File: src/rtl/alu.sv
// 16-bit datapath ALU: combinational ADD/SUB/AND/NOT-B result and zero flag, plus a clocked
// status register {V, N, Z_q}; defining ALU_CARRY_FLAG_EN widens it to {C, V, N, Z_q}.
module alu #(
    parameter int WIDTH = 16
) (
    input  logic             clk,
    input  logic             rst_n,
    input  logic [WIDTH-1:0] Ain,
    input  logic [WIDTH-1:0] Bin,
    input  logic [1:0]       ALUop,
    input  logic             status_en,
    output logic [WIDTH-1:0] out,
    output logic             Z,
`ifdef ALU_CARRY_FLAG_EN
    output logic [3:0]       status
`else
    output logic [2:0]       status
`endif
);

    typedef enum logic [1:0] {
        OP_ADD   = 2'b00,
        OP_SUB   = 2'b01,
        OP_AND   = 2'b10,
        OP_NOT_B = 2'b11
    } alu_op_e;

    localparam int MSB = WIDTH - 1;

    logic v_flag;
    logic n_flag;

`ifdef ALU_CARRY_FLAG_EN
    logic [WIDTH:0] add_ext;
    logic [WIDTH:0] sub_ext;
    logic           c_flag;

    assign add_ext = {1'b0, Ain} + {1'b0, Bin};
    assign sub_ext = {1'b0, Ain} - {1'b0, Bin};
`endif

    // NOTE: every output of this block gets a default first, so no path through the case can infer a latch.
    always_comb begin
        out    = '0;
        v_flag = 1'b0;
`ifdef ALU_CARRY_FLAG_EN
        c_flag = 1'b0;
`endif
        case (alu_op_e'(ALUop))
            OP_ADD: begin
                out    = Ain + Bin;
                v_flag = (Ain[MSB] == Bin[MSB]) && (out[MSB] != Ain[MSB]);
`ifdef ALU_CARRY_FLAG_EN
                c_flag = add_ext[WIDTH];
`endif
            end
            OP_SUB: begin
                out    = Ain - Bin;
                v_flag = (Ain[MSB] != Bin[MSB]) && (out[MSB] != Ain[MSB]);
`ifdef ALU_CARRY_FLAG_EN
                // Carry is the inverted borrow, i.e. set when Ain >= Bin unsigned.
                c_flag = ~sub_ext[WIDTH];
`endif
            end
            OP_AND:   out = Ain & Bin;
            OP_NOT_B: out = ~Bin;
            default:  out = '0;
        endcase
    end

    assign Z      = (out == '0);
    assign n_flag = out[MSB];

    // NOTE: sequential state uses non-blocking assignments so every flop samples pre-edge values.
    always_ff @(posedge clk or negedge rst_n) begin
        if (!rst_n) begin
            status <= '0;
        end else if (status_en) begin
`ifdef ALU_CARRY_FLAG_EN
            status <= {c_flag, v_flag, n_flag, Z};
`else
            status <= {v_flag, n_flag, Z};
`endif
        end
    end

endmodule

File: config.mk
export PLATFORM = sky130hd
export DESIGN_NAME = alu
export DESIGN_NICKNAME = d
export VERILOG_FILES = /design/src/rtl/alu.sv
export SDC_FILE = /design/constraint.sdc
export NUM_CORES = 1
export LEC_CHECK = 0
export CORE_UTILIZATION = 50
export CTS_CLUSTER_DIAMETER = 40
export DETAILED_ROUTE_END_ITERATION = 7
export GPL_TIMING_DRIVEN = 0
export PLACE_DENSITY = 0.76
export REMOVE_ABC_BUFFERS = 1
export SYNTH_ARGS = -nofsm -noshare
export SYNTH_HDL_FRONTEND = slang
export SYNTH_SLANG_ARGS = --single-unit
export TNS_END_PERCENT = 1
File: constraint.sdc
create_clock -name clk -period 7.88 [get_ports clk]
set_clock_uncertainty 0.2 [all_clocks]
set_input_delay 2.364 -clock clk [delete_from_list [all_inputs] [get_ports clk]]
set_output_delay 2.364 -clock clk [all_outputs]
set_load 0.005 [all_outputs]
* Yosys cells after proc, flatten, opt, wreduce, memory -nomap -nowiden
Index checks and enable logic that the tools add are counted.
Storage, ports and cells: register bits 3, bits of input ports 37, output and inout bits 20, word-level logic and storage cells 18
Cells by class: $add $sub $neg 2, equality and inequality tests 7, multiplexer cells 2, bitwise gates (word level) 2, reductions and logical operators 4
Operators by type and width (count):
- one-hot mux 16 bit (4 select lines) | 1
- adder 16 bit | 1
- AND 16 bit | 1
- logical NOT 16 bit | 1
- inverter 16 bit | 1
- subtractor 16 bit | 1
- equality test 2 bit, second input constant | 2
- != test 1 bit | 3
- equality test 2 x 1 -> 1 bit, second input constant | 1
- logical AND 1 bit | 2
- logical NOT 2 bit | 1
- one-hot mux 1 bit (2 select lines) | 1
- equality test 1 bit | 1

* Depth between registers and ports, before layout
Gate-level depths: netlist of the first run.
depth in word-level cells 4, mapped depth 11, gate-level depth less buffers 11

* Worst setup path after synthesis of the first run
OpenSTA, ideal clock, no wires.
path type input to output, start input Bin[9], end output Z, arrival 4.740 ns, data required time 5.316 ns, path slack 0.576 ns, stages 11, path buffers 1, path through inv_1 -> ha_1 -> buf_6 -> a21oi_1 -> o21ai_0 -> or4_1 -> o21ai_0 -> mux2i_1 -> o211ai_1 -> or4_4 -> nor3_1
Between the ends: word-level cells in the longest chain between the ends 3, elaborated cells between the ends (all ways) 6, those cells by class add/sub (2); mux (1); bitwise (2); reduce/logical (1)
Ends and longest elaborated chain:
- start: declaration | RTL line 9 | input logic [WIDTH-1:0] Bin,
- subtractor 16 bit or adder 16 bit (tied branches) | RTL line 58, 51
- one-hot mux 16 bit (4 select lines) (*) | RTL line 49 | case (alu_op_e'(ALUop))
- named net out[14] | RTL line 12 | output logic [WIDTH-1:0] out,
- logical NOT 16 bit (*) | RTL line 71 | assign Z = (out == '0);
- end: declaration | RTL line 13 | output logic Z,
The timed path passes the listed nets; every way through them passes the cells marked *.

* Worst setup path after layout of the first run
start input Bin[7], end output Z
Between the ends: word-level cells in the longest chain between the ends 3, elaborated cells between the ends (all ways) 6, those cells by class add/sub (2); mux (1); bitwise (2); reduce/logical (1)
Ends and longest elaborated chain:
- subtractor 16 bit, or another cell as far along | RTL line 58 | out = Ain - Bin;
- one-hot mux 16 bit (4 select lines) (*) | RTL line 49
- logical NOT 16 bit (*) | RTL line 71
Every way passes the cells marked *; elsewhere a longest branch is shown, timed or not.

==> results.md, run 1 <==
- Pins over their slew limit: 0
- Fraction of the yosys area taken by sequential cells: under 10%
- CTS H-Tree Depth: 1
- Fillers: ~350
- Transition time at the pin with the least slew margin: 698 ps
- Post-synthesis to final-layout area growth: 42.6%
- Total detailed-routing wirelength: roughly 7.4 mm
- Y dimension of the die: just over 70 µm
- Max FFs per register: 3
- Master cell of the clock root buffer: clkbuf_8
- Type of element launching the critical path: input port
- Fraction of post-synthesis cell area in the top cell type by area: between 15 and 20%
- Area occupied by multi-input gates: between 0.002 and 0.0025 mm²
- Boundary pin count: 57
- Area of the mapped netlist: ~0.0024 mm²
- Count of endpoints failing hold in the final timing report: 0
- HPWL after DPL: between 5 and 6 mm
- Count of input and output buffers: 56
- Sink Count: 3
- Cell internal pwr: approximately 0.00019 W
- WL/cell: about 16 µm
- Register cell area after layout: between 70 and 80 µm²
- DRC viols: 0
- Sequential cell fraction of total power: 5.4%
- Clock insertion delay at the later pin of the skew report: around 210 ps
- CTS Buffer Depth: 2
- Normalized max-slew margin: roughly 53%
- Most common cell in the synthesized netlist: inv_1
- Total grt overflow: 0
- Post-synthesis average cell area: roughly 7.3 µm²
- Starting DRT DRC Count: 215
- Max Cap Violations: 0
- Post-detailed-placement cell area: roughly 0.0029 mm²
- Power Density: 96.9 mW/mm²
- EDFF count, synth: 0
- Initial antenna violation count: 0
- Vias in the first global route: 2,620
- Post-synthesis register bit count: 3
- Number of vias in the routed layout: 2,813
- Number of buffers created by CTS: 3
- Count of antenna-violating nets left after detailed routing: 0
- Clock-pin slew reported for the worst setup and hold paths after clock tree synthesis: around 30 ps
- Class of the tightest hold or removal check: reg -> reg
- Drt via density: about 6.2
- Ratio of cells with drive above 1 in the final layout: between 20% and 30%
- Critical path start-end classification: in -> out
- Part of the cycle the worst path needs: around 100%
- Share of total power in combinational logic: just over 80%
- Placeable core area: 0.00450 mm²
- Largest net degree at the start of global routing: 35
- Weighted congestion reported at the end of routability-driven placement: 0.905
- Post-synth top flop: dfrtp_1
- TritonCTS clock tree: yes
- # setup viols final: 0
- Row cnt: 24
- Worst Path Arrival: between 5000 and 6000 ps
- Register bank with the most flops: status
- Clock share of power: a little over an eighth
- Post-synth top area cell: ha_1
- RSZ-0062 raised after global routing: true
- Iteration count of the initial detailed-routing pass: 5
- Worst-case vdd ir drop: around 0.051 mV
- Most area-consuming cells after synthesis: ha_1 (17%), inv_1 (5.4%), mux2i_1 (5.0%), nor2_1 (4.5%), nand2_1 (4.0%)
- Outcome: finished, final reports clean
- Starting density of the core: a little over half
- Total number of yosys warnings: 0
- Final #Nets: 471
- Top cells by count, synth: inv_1 (35), ha_1 (32), nor2_1 (29)
- Post-route cell area: between 0.003 and 0.004 mm²
- Biggest regs: status (3)
- Synthesized instance count: between 300 and 400
- Worst Path Max Fanout: 13
- FFs w/ async S/R, synth: 100%
- Die width: slightly above 70 µm
- ANT cells: 0
- Achievable Freq: approximately 130 MHz
- Data required time at the worst endpoint: 5320 ps
- Clock period minus worst slack: between 7000 and 8000 ps
- Overall power: about 0.00033 W
- Post-synthesis cell type count: 70
- Switching power summed over all nets: 0.000142 W
- Nature of the critical path endpoint: primary output
- Global-route wire length before repair: 11.6 mm
- Fraction of power spent switching nets: a little over two fifths
- Total routing usage reported by global routing: between 20 and 30%
- Die Footprint: approximately 0.005 mm²
- Lkg Pwr: ~1.5 nW
per-stage QoR:
| step | hold WS, ps | setup slack [ps] | util [%] | cells | TNS (ps) |
|---|---|---|---|---|---|
| final | 289 | 6.41 | 76.3 | 451 | 0 |
| after global routing | 320 | -73.4 | 76.3 | 451 | -73.4 |
| after CTS | 285 | -61.3 | 70.3 | 432 | -61.3 |
| after detailed placement | 280 | -1510 | 63.8 | 419 | -5710 |
| after global placement | 277 | -1470 | 63.8 | 419 | -5080 |
| after floorplan | 275 | 532 | - | 311 | 0 |
worst max-delay path, cell delays in order:
cell and delay [ps]:
clkdlybuf4s50_1 470, inv_1 80, ha_4 280, a21oi_4 170, o21ai_2 100, or4_4 420
o21ai_2 180, mux2i_1 230, o211ai_1 150, or4_4 560, nor3_2 170, buf_2 130
timing repair:
| item | 4_1_cts | 5_1_grt |
|---|---|---|
| pin swaps | 14 | 12 |
| setup endpoints to repair | 15 | 4 |
| setup buffers | 8 | 19 |
| hold buffers | 0 | 0 |
| gates resized for setup | 53 | 27 |
| cloned | 1 | 0 |
cell families (layout without fill, tap and decap cells):
logic type | Yosys count | after routing | share of synthesized area [%]
muxes | 15 | 15 | 7.47
xor gates and xnor gates | 9 | 9 | 3.27
DFF | 3 | 3 | 3.11
adders and majority gates | 34 | 34 | 18.3
AOI/OAI and AO/OA | 99 | 99 | 31.0
buffers and inverters | 56 | 125 | 12.5
and+or+nand+nor | 114 | 114 | 24.4
layer usage:
layer  wire length (µm)  track usage, %
met1               3180            34.7
met2               3690            51.2
met3                474            1.41
met4                 84            7.11
met5                  0               0
cells in the final DEF, fill, tap and decap left out, drive strengths merged, types with 9 or more instances in the layout:
cell type	instances
a21oi	17
nand2b	9
nor3	12
mux2i	12
ha	32
inv	35
nand2	26
o31ai	11
o21ai	14
buf	27
clkdlybuf4s50	47
nor2	30
power groups by stage:
stage / registers [W] / clock network [W] / logic [W]
floorplan: 0.0000182 / 0 / 0.000131
global placement: 0.0000180 / 0 / 0.000211
detailed placement: 0.0000180 / 0 / 0.000214
CTS: 0.0000181 / 0.0000443 / 0.000237
global route: 0.0000182 / 0.0000462 / 0.000292
finish: 0.0000180 / 0.0000439 / 0.000271
layout make-up:
cell class	instances	share of cell area, %
inverter	37	4.19
timing repair inverter	1	0.146
tap	52	1.89
clock buffer	4	1.31
multi-input combinational	271	68.2
timing repair buffer	83	22.1
sequential	3	2.18
path summary, 6_finish.rpt:
check	startpoint	endpoint	slack (ps)	depth (start not counted)
min	status[2]	status[2]	290	2
max in group asynchronous	rst_n	status[1]	5200	1
min reg2reg	status[2]	status[2]	290	2
max reg2reg	status[1]	status[1]	6920	1
max	Bin[7]	Z	6	12
min in group asynchronous	rst_n	status[2]	2130	1
Power figures use the tool's default switching activity.
==> run 2, diff against run 1 <==
--- a/config.mk
+++ b/config.mk
@@ -5,6 +5,7 @@
 export SDC_FILE = /design/constraint.sdc
 export NUM_CORES = 1
 export LEC_CHECK = 0
+export CORE_ASPECT_RATIO = 0.8
 export CORE_UTILIZATION = 50
 export CTS_CLUSTER_DIAMETER = 40
 export DETAILED_ROUTE_END_ITERATION = 7
==> run 2 against run 1 <==
Against the previous run: register-to-register slack about the same; worst hold slack worse by 6.3 ps; sequential share of layout area down 0.10 points; cell area up 5.0%; count of clock-buffer cells in the layout unchanged; clock power up 5.7%; largest cell class unchanged; core utilization up 2.2 points.
==> results.md, run 2 (synthesis gave the netlist of run 1 again) <==
- Fraction of power spent switching nets: 44.2% (+1.4 points)
- Max Cap Violations: 0 (unchanged)
- Share of total power in combinational logic: 81.8% (+0.4 points)
- Count of endpoints failing hold in the final timing report: 0 (unchanged)
- ANT cells: 0 (unchanged)
- Worst setup path startpoint: Bin[5]
- Boundary pin count: 57 (unchanged)
- Switching power summed over all nets: 0.000157 W (+10%)
- Register bank with the most flops: status
- Number of buffers created by CTS: 3 (unchanged)
- Starting DRT DRC Count: 387 (+80%)
- Outcome: finished, final reports clean
- Die width: 79.6 µm (+11%)
- Post-synthesis to final-layout area growth: 49.6%
- Die Footprint: 0.00511 mm² (about the same)
- End of the worst hold path: status[2]
- Sequential cell fraction of total power: 5.1% (-0.3 points)
- Kind of cell adding the most delay to the critical path: compound AO/OA/AOI/OAI gates
- Register-to-Register Setup Slack: 6920 ps (about the same)
- Global-route wire length before repair: 11.8 mm (+1.7%)
- Slowest CP cell: clkdlybuf4s50_1
- HPWL after DPL: 5.12 mm (+2.2%)
- Total routing usage reported by global routing: 28.4% (+0.82 points)
- Series of cell instances along the critical path: clkdlybuf4s50_1, inv_1, ha_4, nor2_1, a211oi_2, a311oi_4, or2_4, a311o_1, a2bb2oi_1, o211a_1, buf_4, nor3_2, buf_2
- Vias in the first global route: 2,530 (-3.4%)
- Number of vias in the routed layout: 3,028 (+7.6%)
- Sink Count: 3 (unchanged)
- Worst r2r src: status[1]
- Power Density: 98.3 mW/mm² (+1.5%)
- Drt via density: 6.50 (+4.2%)
- Achievable Freq: 127 MHz (+0.22%)
- Nature of the critical path endpoint: primary output
- Clock-pin slew reported for the worst setup and hold paths after clock tree synthesis: 30 ps (about the same)
- Transition time at the pin with the least slew margin: 696 ps (-2.45 ps)
- Y dimension of the die: 64.1 µm (-10%)
- Clock period minus worst slack: 7860 ps (-17.6 ps)
- Dpl ws: -1580 ps (-70.8 ps)
- Worst Path Arrival: 5290 ps (-20 ps)
- DRC viols: 0 (unchanged)
- # setup viols final: 0 (unchanged)
- Type of element launching the critical path: input port
- Initial antenna violation count: 0 (unchanged)
- Origin of the worst min-delay path: status[2]
- Placeable core area: 0.00460 mm² (+2.1%)
- Master cell of the clock root buffer: clkbuf_8
- Normalized max-slew margin: 53.6% (+0.16 points)
- Most common cell after layout, fill and taps aside: clkdlybuf4s50_1
- Count of cells along the worst register-to-register path: 1 (unchanged)
- Placed Instances: 427 (+1.9%)
- CTS hold repair buffers: 0 (unchanged)
- Total detailed-routing wirelength: 8.48 mm (+14%)
- Max FFs per register: 3 (unchanged)
- CTS Buffer Depth: 2 (unchanged)
- Cell internal pwr: 0.000198 W (+3.9%)
- Lkg Pwr: 1.60 nW (+9.4%)
- Row cnt: 22 (-8.3%)
- Data required time at the worst endpoint: 5320 ps (about the same)
- Worst Path Max Fanout: 8 (-5)
- Clock insertion delay at the later pin of the skew report: 220 ps (about the same)
- Min setup slack post-route: 24.0 ps (+17.6 ps)
- Ratio of cells with drive above 1 in the final layout: 27.6% (+4.0 points)
- Pins over their slew limit: 0 (unchanged)
- CTS H-Tree Depth: 1 (unchanged)
- Worst Path Buf+Inv: 4 (+1)
- Max incr delay on CP: 480 ps (-80 ps)
- Critical path start-end classification: in -> out
- Count of antenna-violating nets left after detailed routing: 0 (unchanged)
- Hold-critical path depth: 2 (unchanged)
- Largest net degree at the start of global routing: 35 (unchanged)
- Biggest regs: status (3)
- Iteration count of the initial detailed-routing pass: 6 (+1)
- Class of the tightest hold or removal check: reg -> reg
- Filler-free cell count of the finished design: 466 (+3.3%)
- Total grt overflow: 0 (unchanged)
- Count of input and output buffers: 56 (unchanged)
- Weighted congestion reported at the end of routability-driven placement: 0.917 (+1.3%)
- WL/cell: 18.2 µm (+11%)
- Worst-case vdd ir drop: 0.0992 mV (+94%)
- Starting density of the core: 52.4% (-1.1 points)
- Critical R2R Capture: status[1]
- TritonCTS clock tree: yes
- Final #Nets: 478 (+1.5%)
- Part of the cycle the worst path needs: 99.7% (-0.22 points)
- Most frequent cells in the layout: clkdlybuf4s50_1 (36), buf_4 (32), inv_1 (29), nor2_1 (27), nand2_1 (26)
- Clock share of power: 13.1% (about the same)
run 2: changes by cell type in the layout (fill, tap and decap cells not counted), moves of 2 or more:
cell | before | now
o21ai_2 | 4 | 2
ha_4 | 12 | 14
buf_4 | 25 | 32
inv_2 | 2 | 6
o21ai_4 | 0 | 2
dlymetal6s2s_1 | 2 | 13
a21oi_1 | 13 | 11
clkdlybuf4s50_1 | 47 | 36
inv_1 | 33 | 29
run 2: repair_timing:
| item | CTS | global route |
|---|---|---|
| cloned | 1 | 0 |
| setup buffers | 10 | 24 |
| gates resized for setup | 53 | 57 |
| pin swaps | 17 | 34 |
| endpoints found under the setup margin | 15 | 3 |
run 2: power groups by stage:
stage / Clock (W) / Sequential, W / Combinational [W]
2_1_floorplan: 0 / 0.0000182 / 0.000131
3_3_place_gp: 0 / 0.0000180 / 0.000211
3_5_place_dp: 0 / 0.0000182 / 0.000215
4_1_cts: 0.0000468 / 0.0000180 / 0.000236
5_1_grt: 0.0000476 / 0.0000182 / 0.000309
6_report: 0.0000464 / 0.0000180 / 0.000290
run 2: per-stage QoR:
step / power [W] / hold WS (ps) / area, µm² / util (%) / TNS, ps
floorplan: 0.000150 / 275 / 2250 / - / 0
global placement: 0.000229 / 278 / 2890 / 62.8 / -6040
detailed placement: 0.000233 / 273 / 2890 / 62.8 / -6500
CTS: 0.000301 / 281 / 3150 / 68.4 / -3.97
global route: 0.000375 / 325 / 3610 / 78.5 / -115
finish: 0.000355 / 283 / 3610 / 78.5 / 0
run 2: final cells by class:
class | count | area (µm²)
clock buffer | 4 | 45.0
fill | 308 | 990
sequential | 3 | 75.1
multi-input combinational | 271 | 2420
timing repair inverter | 1 | 5.00
inverter | 37 | 144
timing repair buffer | 90 | 842
tap | 60 | 75.1
run 2: layer usage:
layer	GRT usage (%)	wire, µm	vias up
met2	44.9	4010	191
li1	-	-	1363
met4	5.45	175	0
met3	2.14	732	28
met5	0	0	-
met1	41.8	3560	1446
run 2: worst max path at each step:
stage	end	cells past startpoint
2_1_floorplan	Z	10
3_3_place_gp	Z	9
3_5_place_dp	Z	9
4_1_cts	out[15]	11
5_1_grt	Z	13
6_report	Z	13
==> run 3, diff against run 2 <==
--- a/config.mk
+++ b/config.mk
@@ -9,9 +9,8 @@
 export CORE_UTILIZATION = 50
 export CTS_CLUSTER_DIAMETER = 40
 export DETAILED_ROUTE_END_ITERATION = 7
-export GPL_TIMING_DRIVEN = 0
+export GPL_TIMING_DRIVEN = 1
 export PLACE_DENSITY = 0.76
-export REMOVE_ABC_BUFFERS = 1
 export SYNTH_ARGS = -nofsm -noshare
 export SYNTH_HDL_FRONTEND = slang
 export SYNTH_SLANG_ARGS = --single-unit
==> run 3 against run 2 <==
Against the previous run: the run now ends with negative setup slack left; count of clock-buffer cells in the layout unchanged; first-iteration DRC count decreased by 11%; power increased by 9.8%; critical path depth unchanged; global-route usage increased by 7.5 points; die area unchanged; via count increased by 10%; largest cell class unchanged.
==> results.md, run 3 (synthesis gave the netlist of run 1 again) <==
- Final #Nets: 560 (+17%)
- Y dimension of the die: 64.1 µm (unchanged)
- Part of the cycle the worst path needs: 101% (+0.95 points)
- Clock-pin slew reported for the worst setup and hold paths after clock tree synthesis: 30 ps (about the same)
- Starting density of the core: 52.4% (unchanged)
- HPWL after DPL: 6.99 mm (+37%)
- DRC viols: 0 (unchanged)
- Register cell area after layout: 75.1 µm² (unchanged)
- Overall power: 0.000389 W (+9.8%)
- Most frequent cells in the layout: buf_4 (116), clkdlybuf4s50_1 (49), inv_1 (35), nor2_1 (28)
- Count of cells along the worst register-to-register path: 1 (unchanged)
- Worst Path Arrival: 5370 ps (+80 ps)
- Lkg Pwr: 1.90 nW (+19%)
- Max Cap Violations: 0 (unchanged)
- Starting DRT DRC Count: 344 (-11%)
- Cell internal pwr: 0.000226 W (+14%)
- Failing checks: negative setup slack
- Dpl ws: -609 ps (+969 ps)
- Post-detailed-placement cell area: 0.00373 mm² (+29%)
- Worst Path Max Fanout: 3 (-5)
- Number of buffers created by CTS: 3 (unchanged)
- Switching power summed over all nets: 0.000164 W (+4.5%)
- Biggest regs: status (3)
- Max FFs per register: 3 (unchanged)
- Achievable Freq: 126 MHz (-0.94%)
- Clock share of power: 11.8% (-1.3 points)
- Normalized max-slew margin: 71.6% (+18 points)
- Die width: 79.6 µm (unchanged)
- Worst-case vdd ir drop: 0.0873 mV (-12%)
- Weighted congestion reported at the end of routability-driven placement: 0.923 (+0.67%)
- Master cell of the clock root buffer: clkbuf_8
- Share of total power in combinational logic: 83.6% (+1.8 points)
- Placeable core area: 0.00460 mm² (unchanged)
- Fillers: 244 (-21%)
- Global-route wire length before repair: 14.4 mm (+23%)
- Min setup slack post-route: -50.9 ps (-74.9 ps)
- Pins over their slew limit: 0 (unchanged)
- Count of input and output buffers: 56 (unchanged)
- Layout Utilization: 87.3% (+8.8 points)
- Area occupied by multi-input gates: 0.00223 mm² (-8.1%)
- Syn Nets: 401
- # setup viols final: 1 (+1)
- Clock insertion delay at the later pin of the skew report: 220 ps (about the same)
- Row cnt: 22 (unchanged)
- Die Footprint: 0.00511 mm² (unchanged)
- Outcome: finished with violations
- Nature of the critical path endpoint: primary output
- Most common cell after layout, fill and taps aside: buf_4
- CTS Buffer Depth: 2 (unchanged)
- Register bank with the most flops: status
- Post-route cell area: 0.00401 mm² (+11%)
- Critical path start-end classification: in -> out
- Post-synthesis to final-layout area growth: 66.5%
- Total grt overflow: 0 (unchanged)
- Final sum of negative setup slack: -50.9 ps (-50.9 ps)
- Count of endpoints failing hold in the final timing report: 0 (unchanged)
- Largest net degree at the start of global routing: 25 (-29%)
- RSZ-0062 raised after global routing: true
- Drt via density: 6.08 (-6.5%)
- Class of the tightest hold or removal check: reg -> reg
- Power Density: 96.9 mW/mm² (-1.4%)
- Vias in the first global route: 3,134 (+24%)
- Boundary pin count: 57 (unchanged)
- Total detailed-routing wirelength: 9.32 mm (+9.9%)
- Iteration count of the initial detailed-routing pass: 5 (-1)
- Number of vias in the routed layout: 3,330 (+10%)
- Transition time at the pin with the least slew margin: 422 ps (-274 ps)
- ANT cells: 0 (unchanged)
- Ratio of cells with drive above 1 in the final layout: 35.5% (+7.9 points)
- Hold-critical path depth: 2 (unchanged)
- Type of element launching the critical path: input port
- Count of antenna-violating nets left after detailed routing: 0 (unchanged)
- Data required time at the worst endpoint: 5320 ps (about the same)
- WL/cell: 17.0 µm (-6.5%)
- Clock period minus worst slack: 7930 ps (+74.9 ps)
- Sequential cell fraction of total power: 4.6% (-0.5 points)
- Sink Count: 3 (unchanged)
- Initial antenna violation count: 0 (unchanged)
- CTS H-Tree Depth: 1 (unchanged)
- Fraction of power spent switching nets: 42.0% (-2.1 points)
- Total routing usage reported by global routing: 36.0% (+7.5 points)
- TritonCTS clock tree: yes
## run 3: layout make-up
cell class	instances	share of cell area, %
Inverter	37	3.46
Timing Repair Buffer	173	36.2
Clock buffer	4	1.12
Tap cell	60	1.87
Multi-Input combinational cell	271	55.5
Sequential cell	3	1.87
## run 3: path summary, 6_finish.rpt
kind / from / to / slack, ps
max: Bin[1] / out[8] / -50
min: status[2] / status[2] / 290
max reg2reg: status[1] / status[1] / 6950
min reg2reg: status[2] / status[2] / 290
max in group asynchronous: rst_n / status[1] / 5210
min in group asynchronous: rst_n / status[2] / 2130
## run 3: routing by layer
metal	GRT usage, %	vias up	share of wire (%)
met5	0	-	0
met4	10.2	0	3.1
met3	4.86	37	10
met2	59.8	214	45
met1	47.9	1540	41
li1	-	1539	-
## run 3: stage by stage
| step | hold WS (ps) | instances |
|---|---|---|
| after floorplan | 275 | 330 |
| after global placement | 266 | 538 |
| after detailed placement | 290 | 538 |
| after CTS | 288 | 547 |
| after global routing | 329 | 548 |
| final | 287 | 548 |
## run 3: power by group through the flow
stage / registers (W) / clock network (W) / logic, W
floorplan: 0.0000182 / 0 / 0.000144
detailed placement: 0.0000181 / 0 / 0.000290
global route: 0.0000181 / 0.0000481 / 0.000345
CTS: 0.0000179 / 0.0000463 / 0.000305
global placement: 0.0000180 / 0 / 0.000282
finish: 0.0000178 / 0.0000461 / 0.000325
## run 3: timing repair
action | 4_1_cts | 5_1_grt
setup buffers | 5 | 2
pin swaps | 12 | 10
hold buffers | 0 | 0
resized for setup | 31 | 20
setup endpoints to repair | 6 | 8
## run 3: critical path: stages
cell             delay (ps)
clkdlybuf4s50_1         420
buf_4                   160
fa_2                    390
nor2b_2                 200
o311ai_2                310
a311oi_1                140
o31ai_1                 310
xnor2_1                 150
o21ai_1                  90
buf_4                   150
buf_4                   130
inv_1                    50
clkdlybuf4s50_1         490
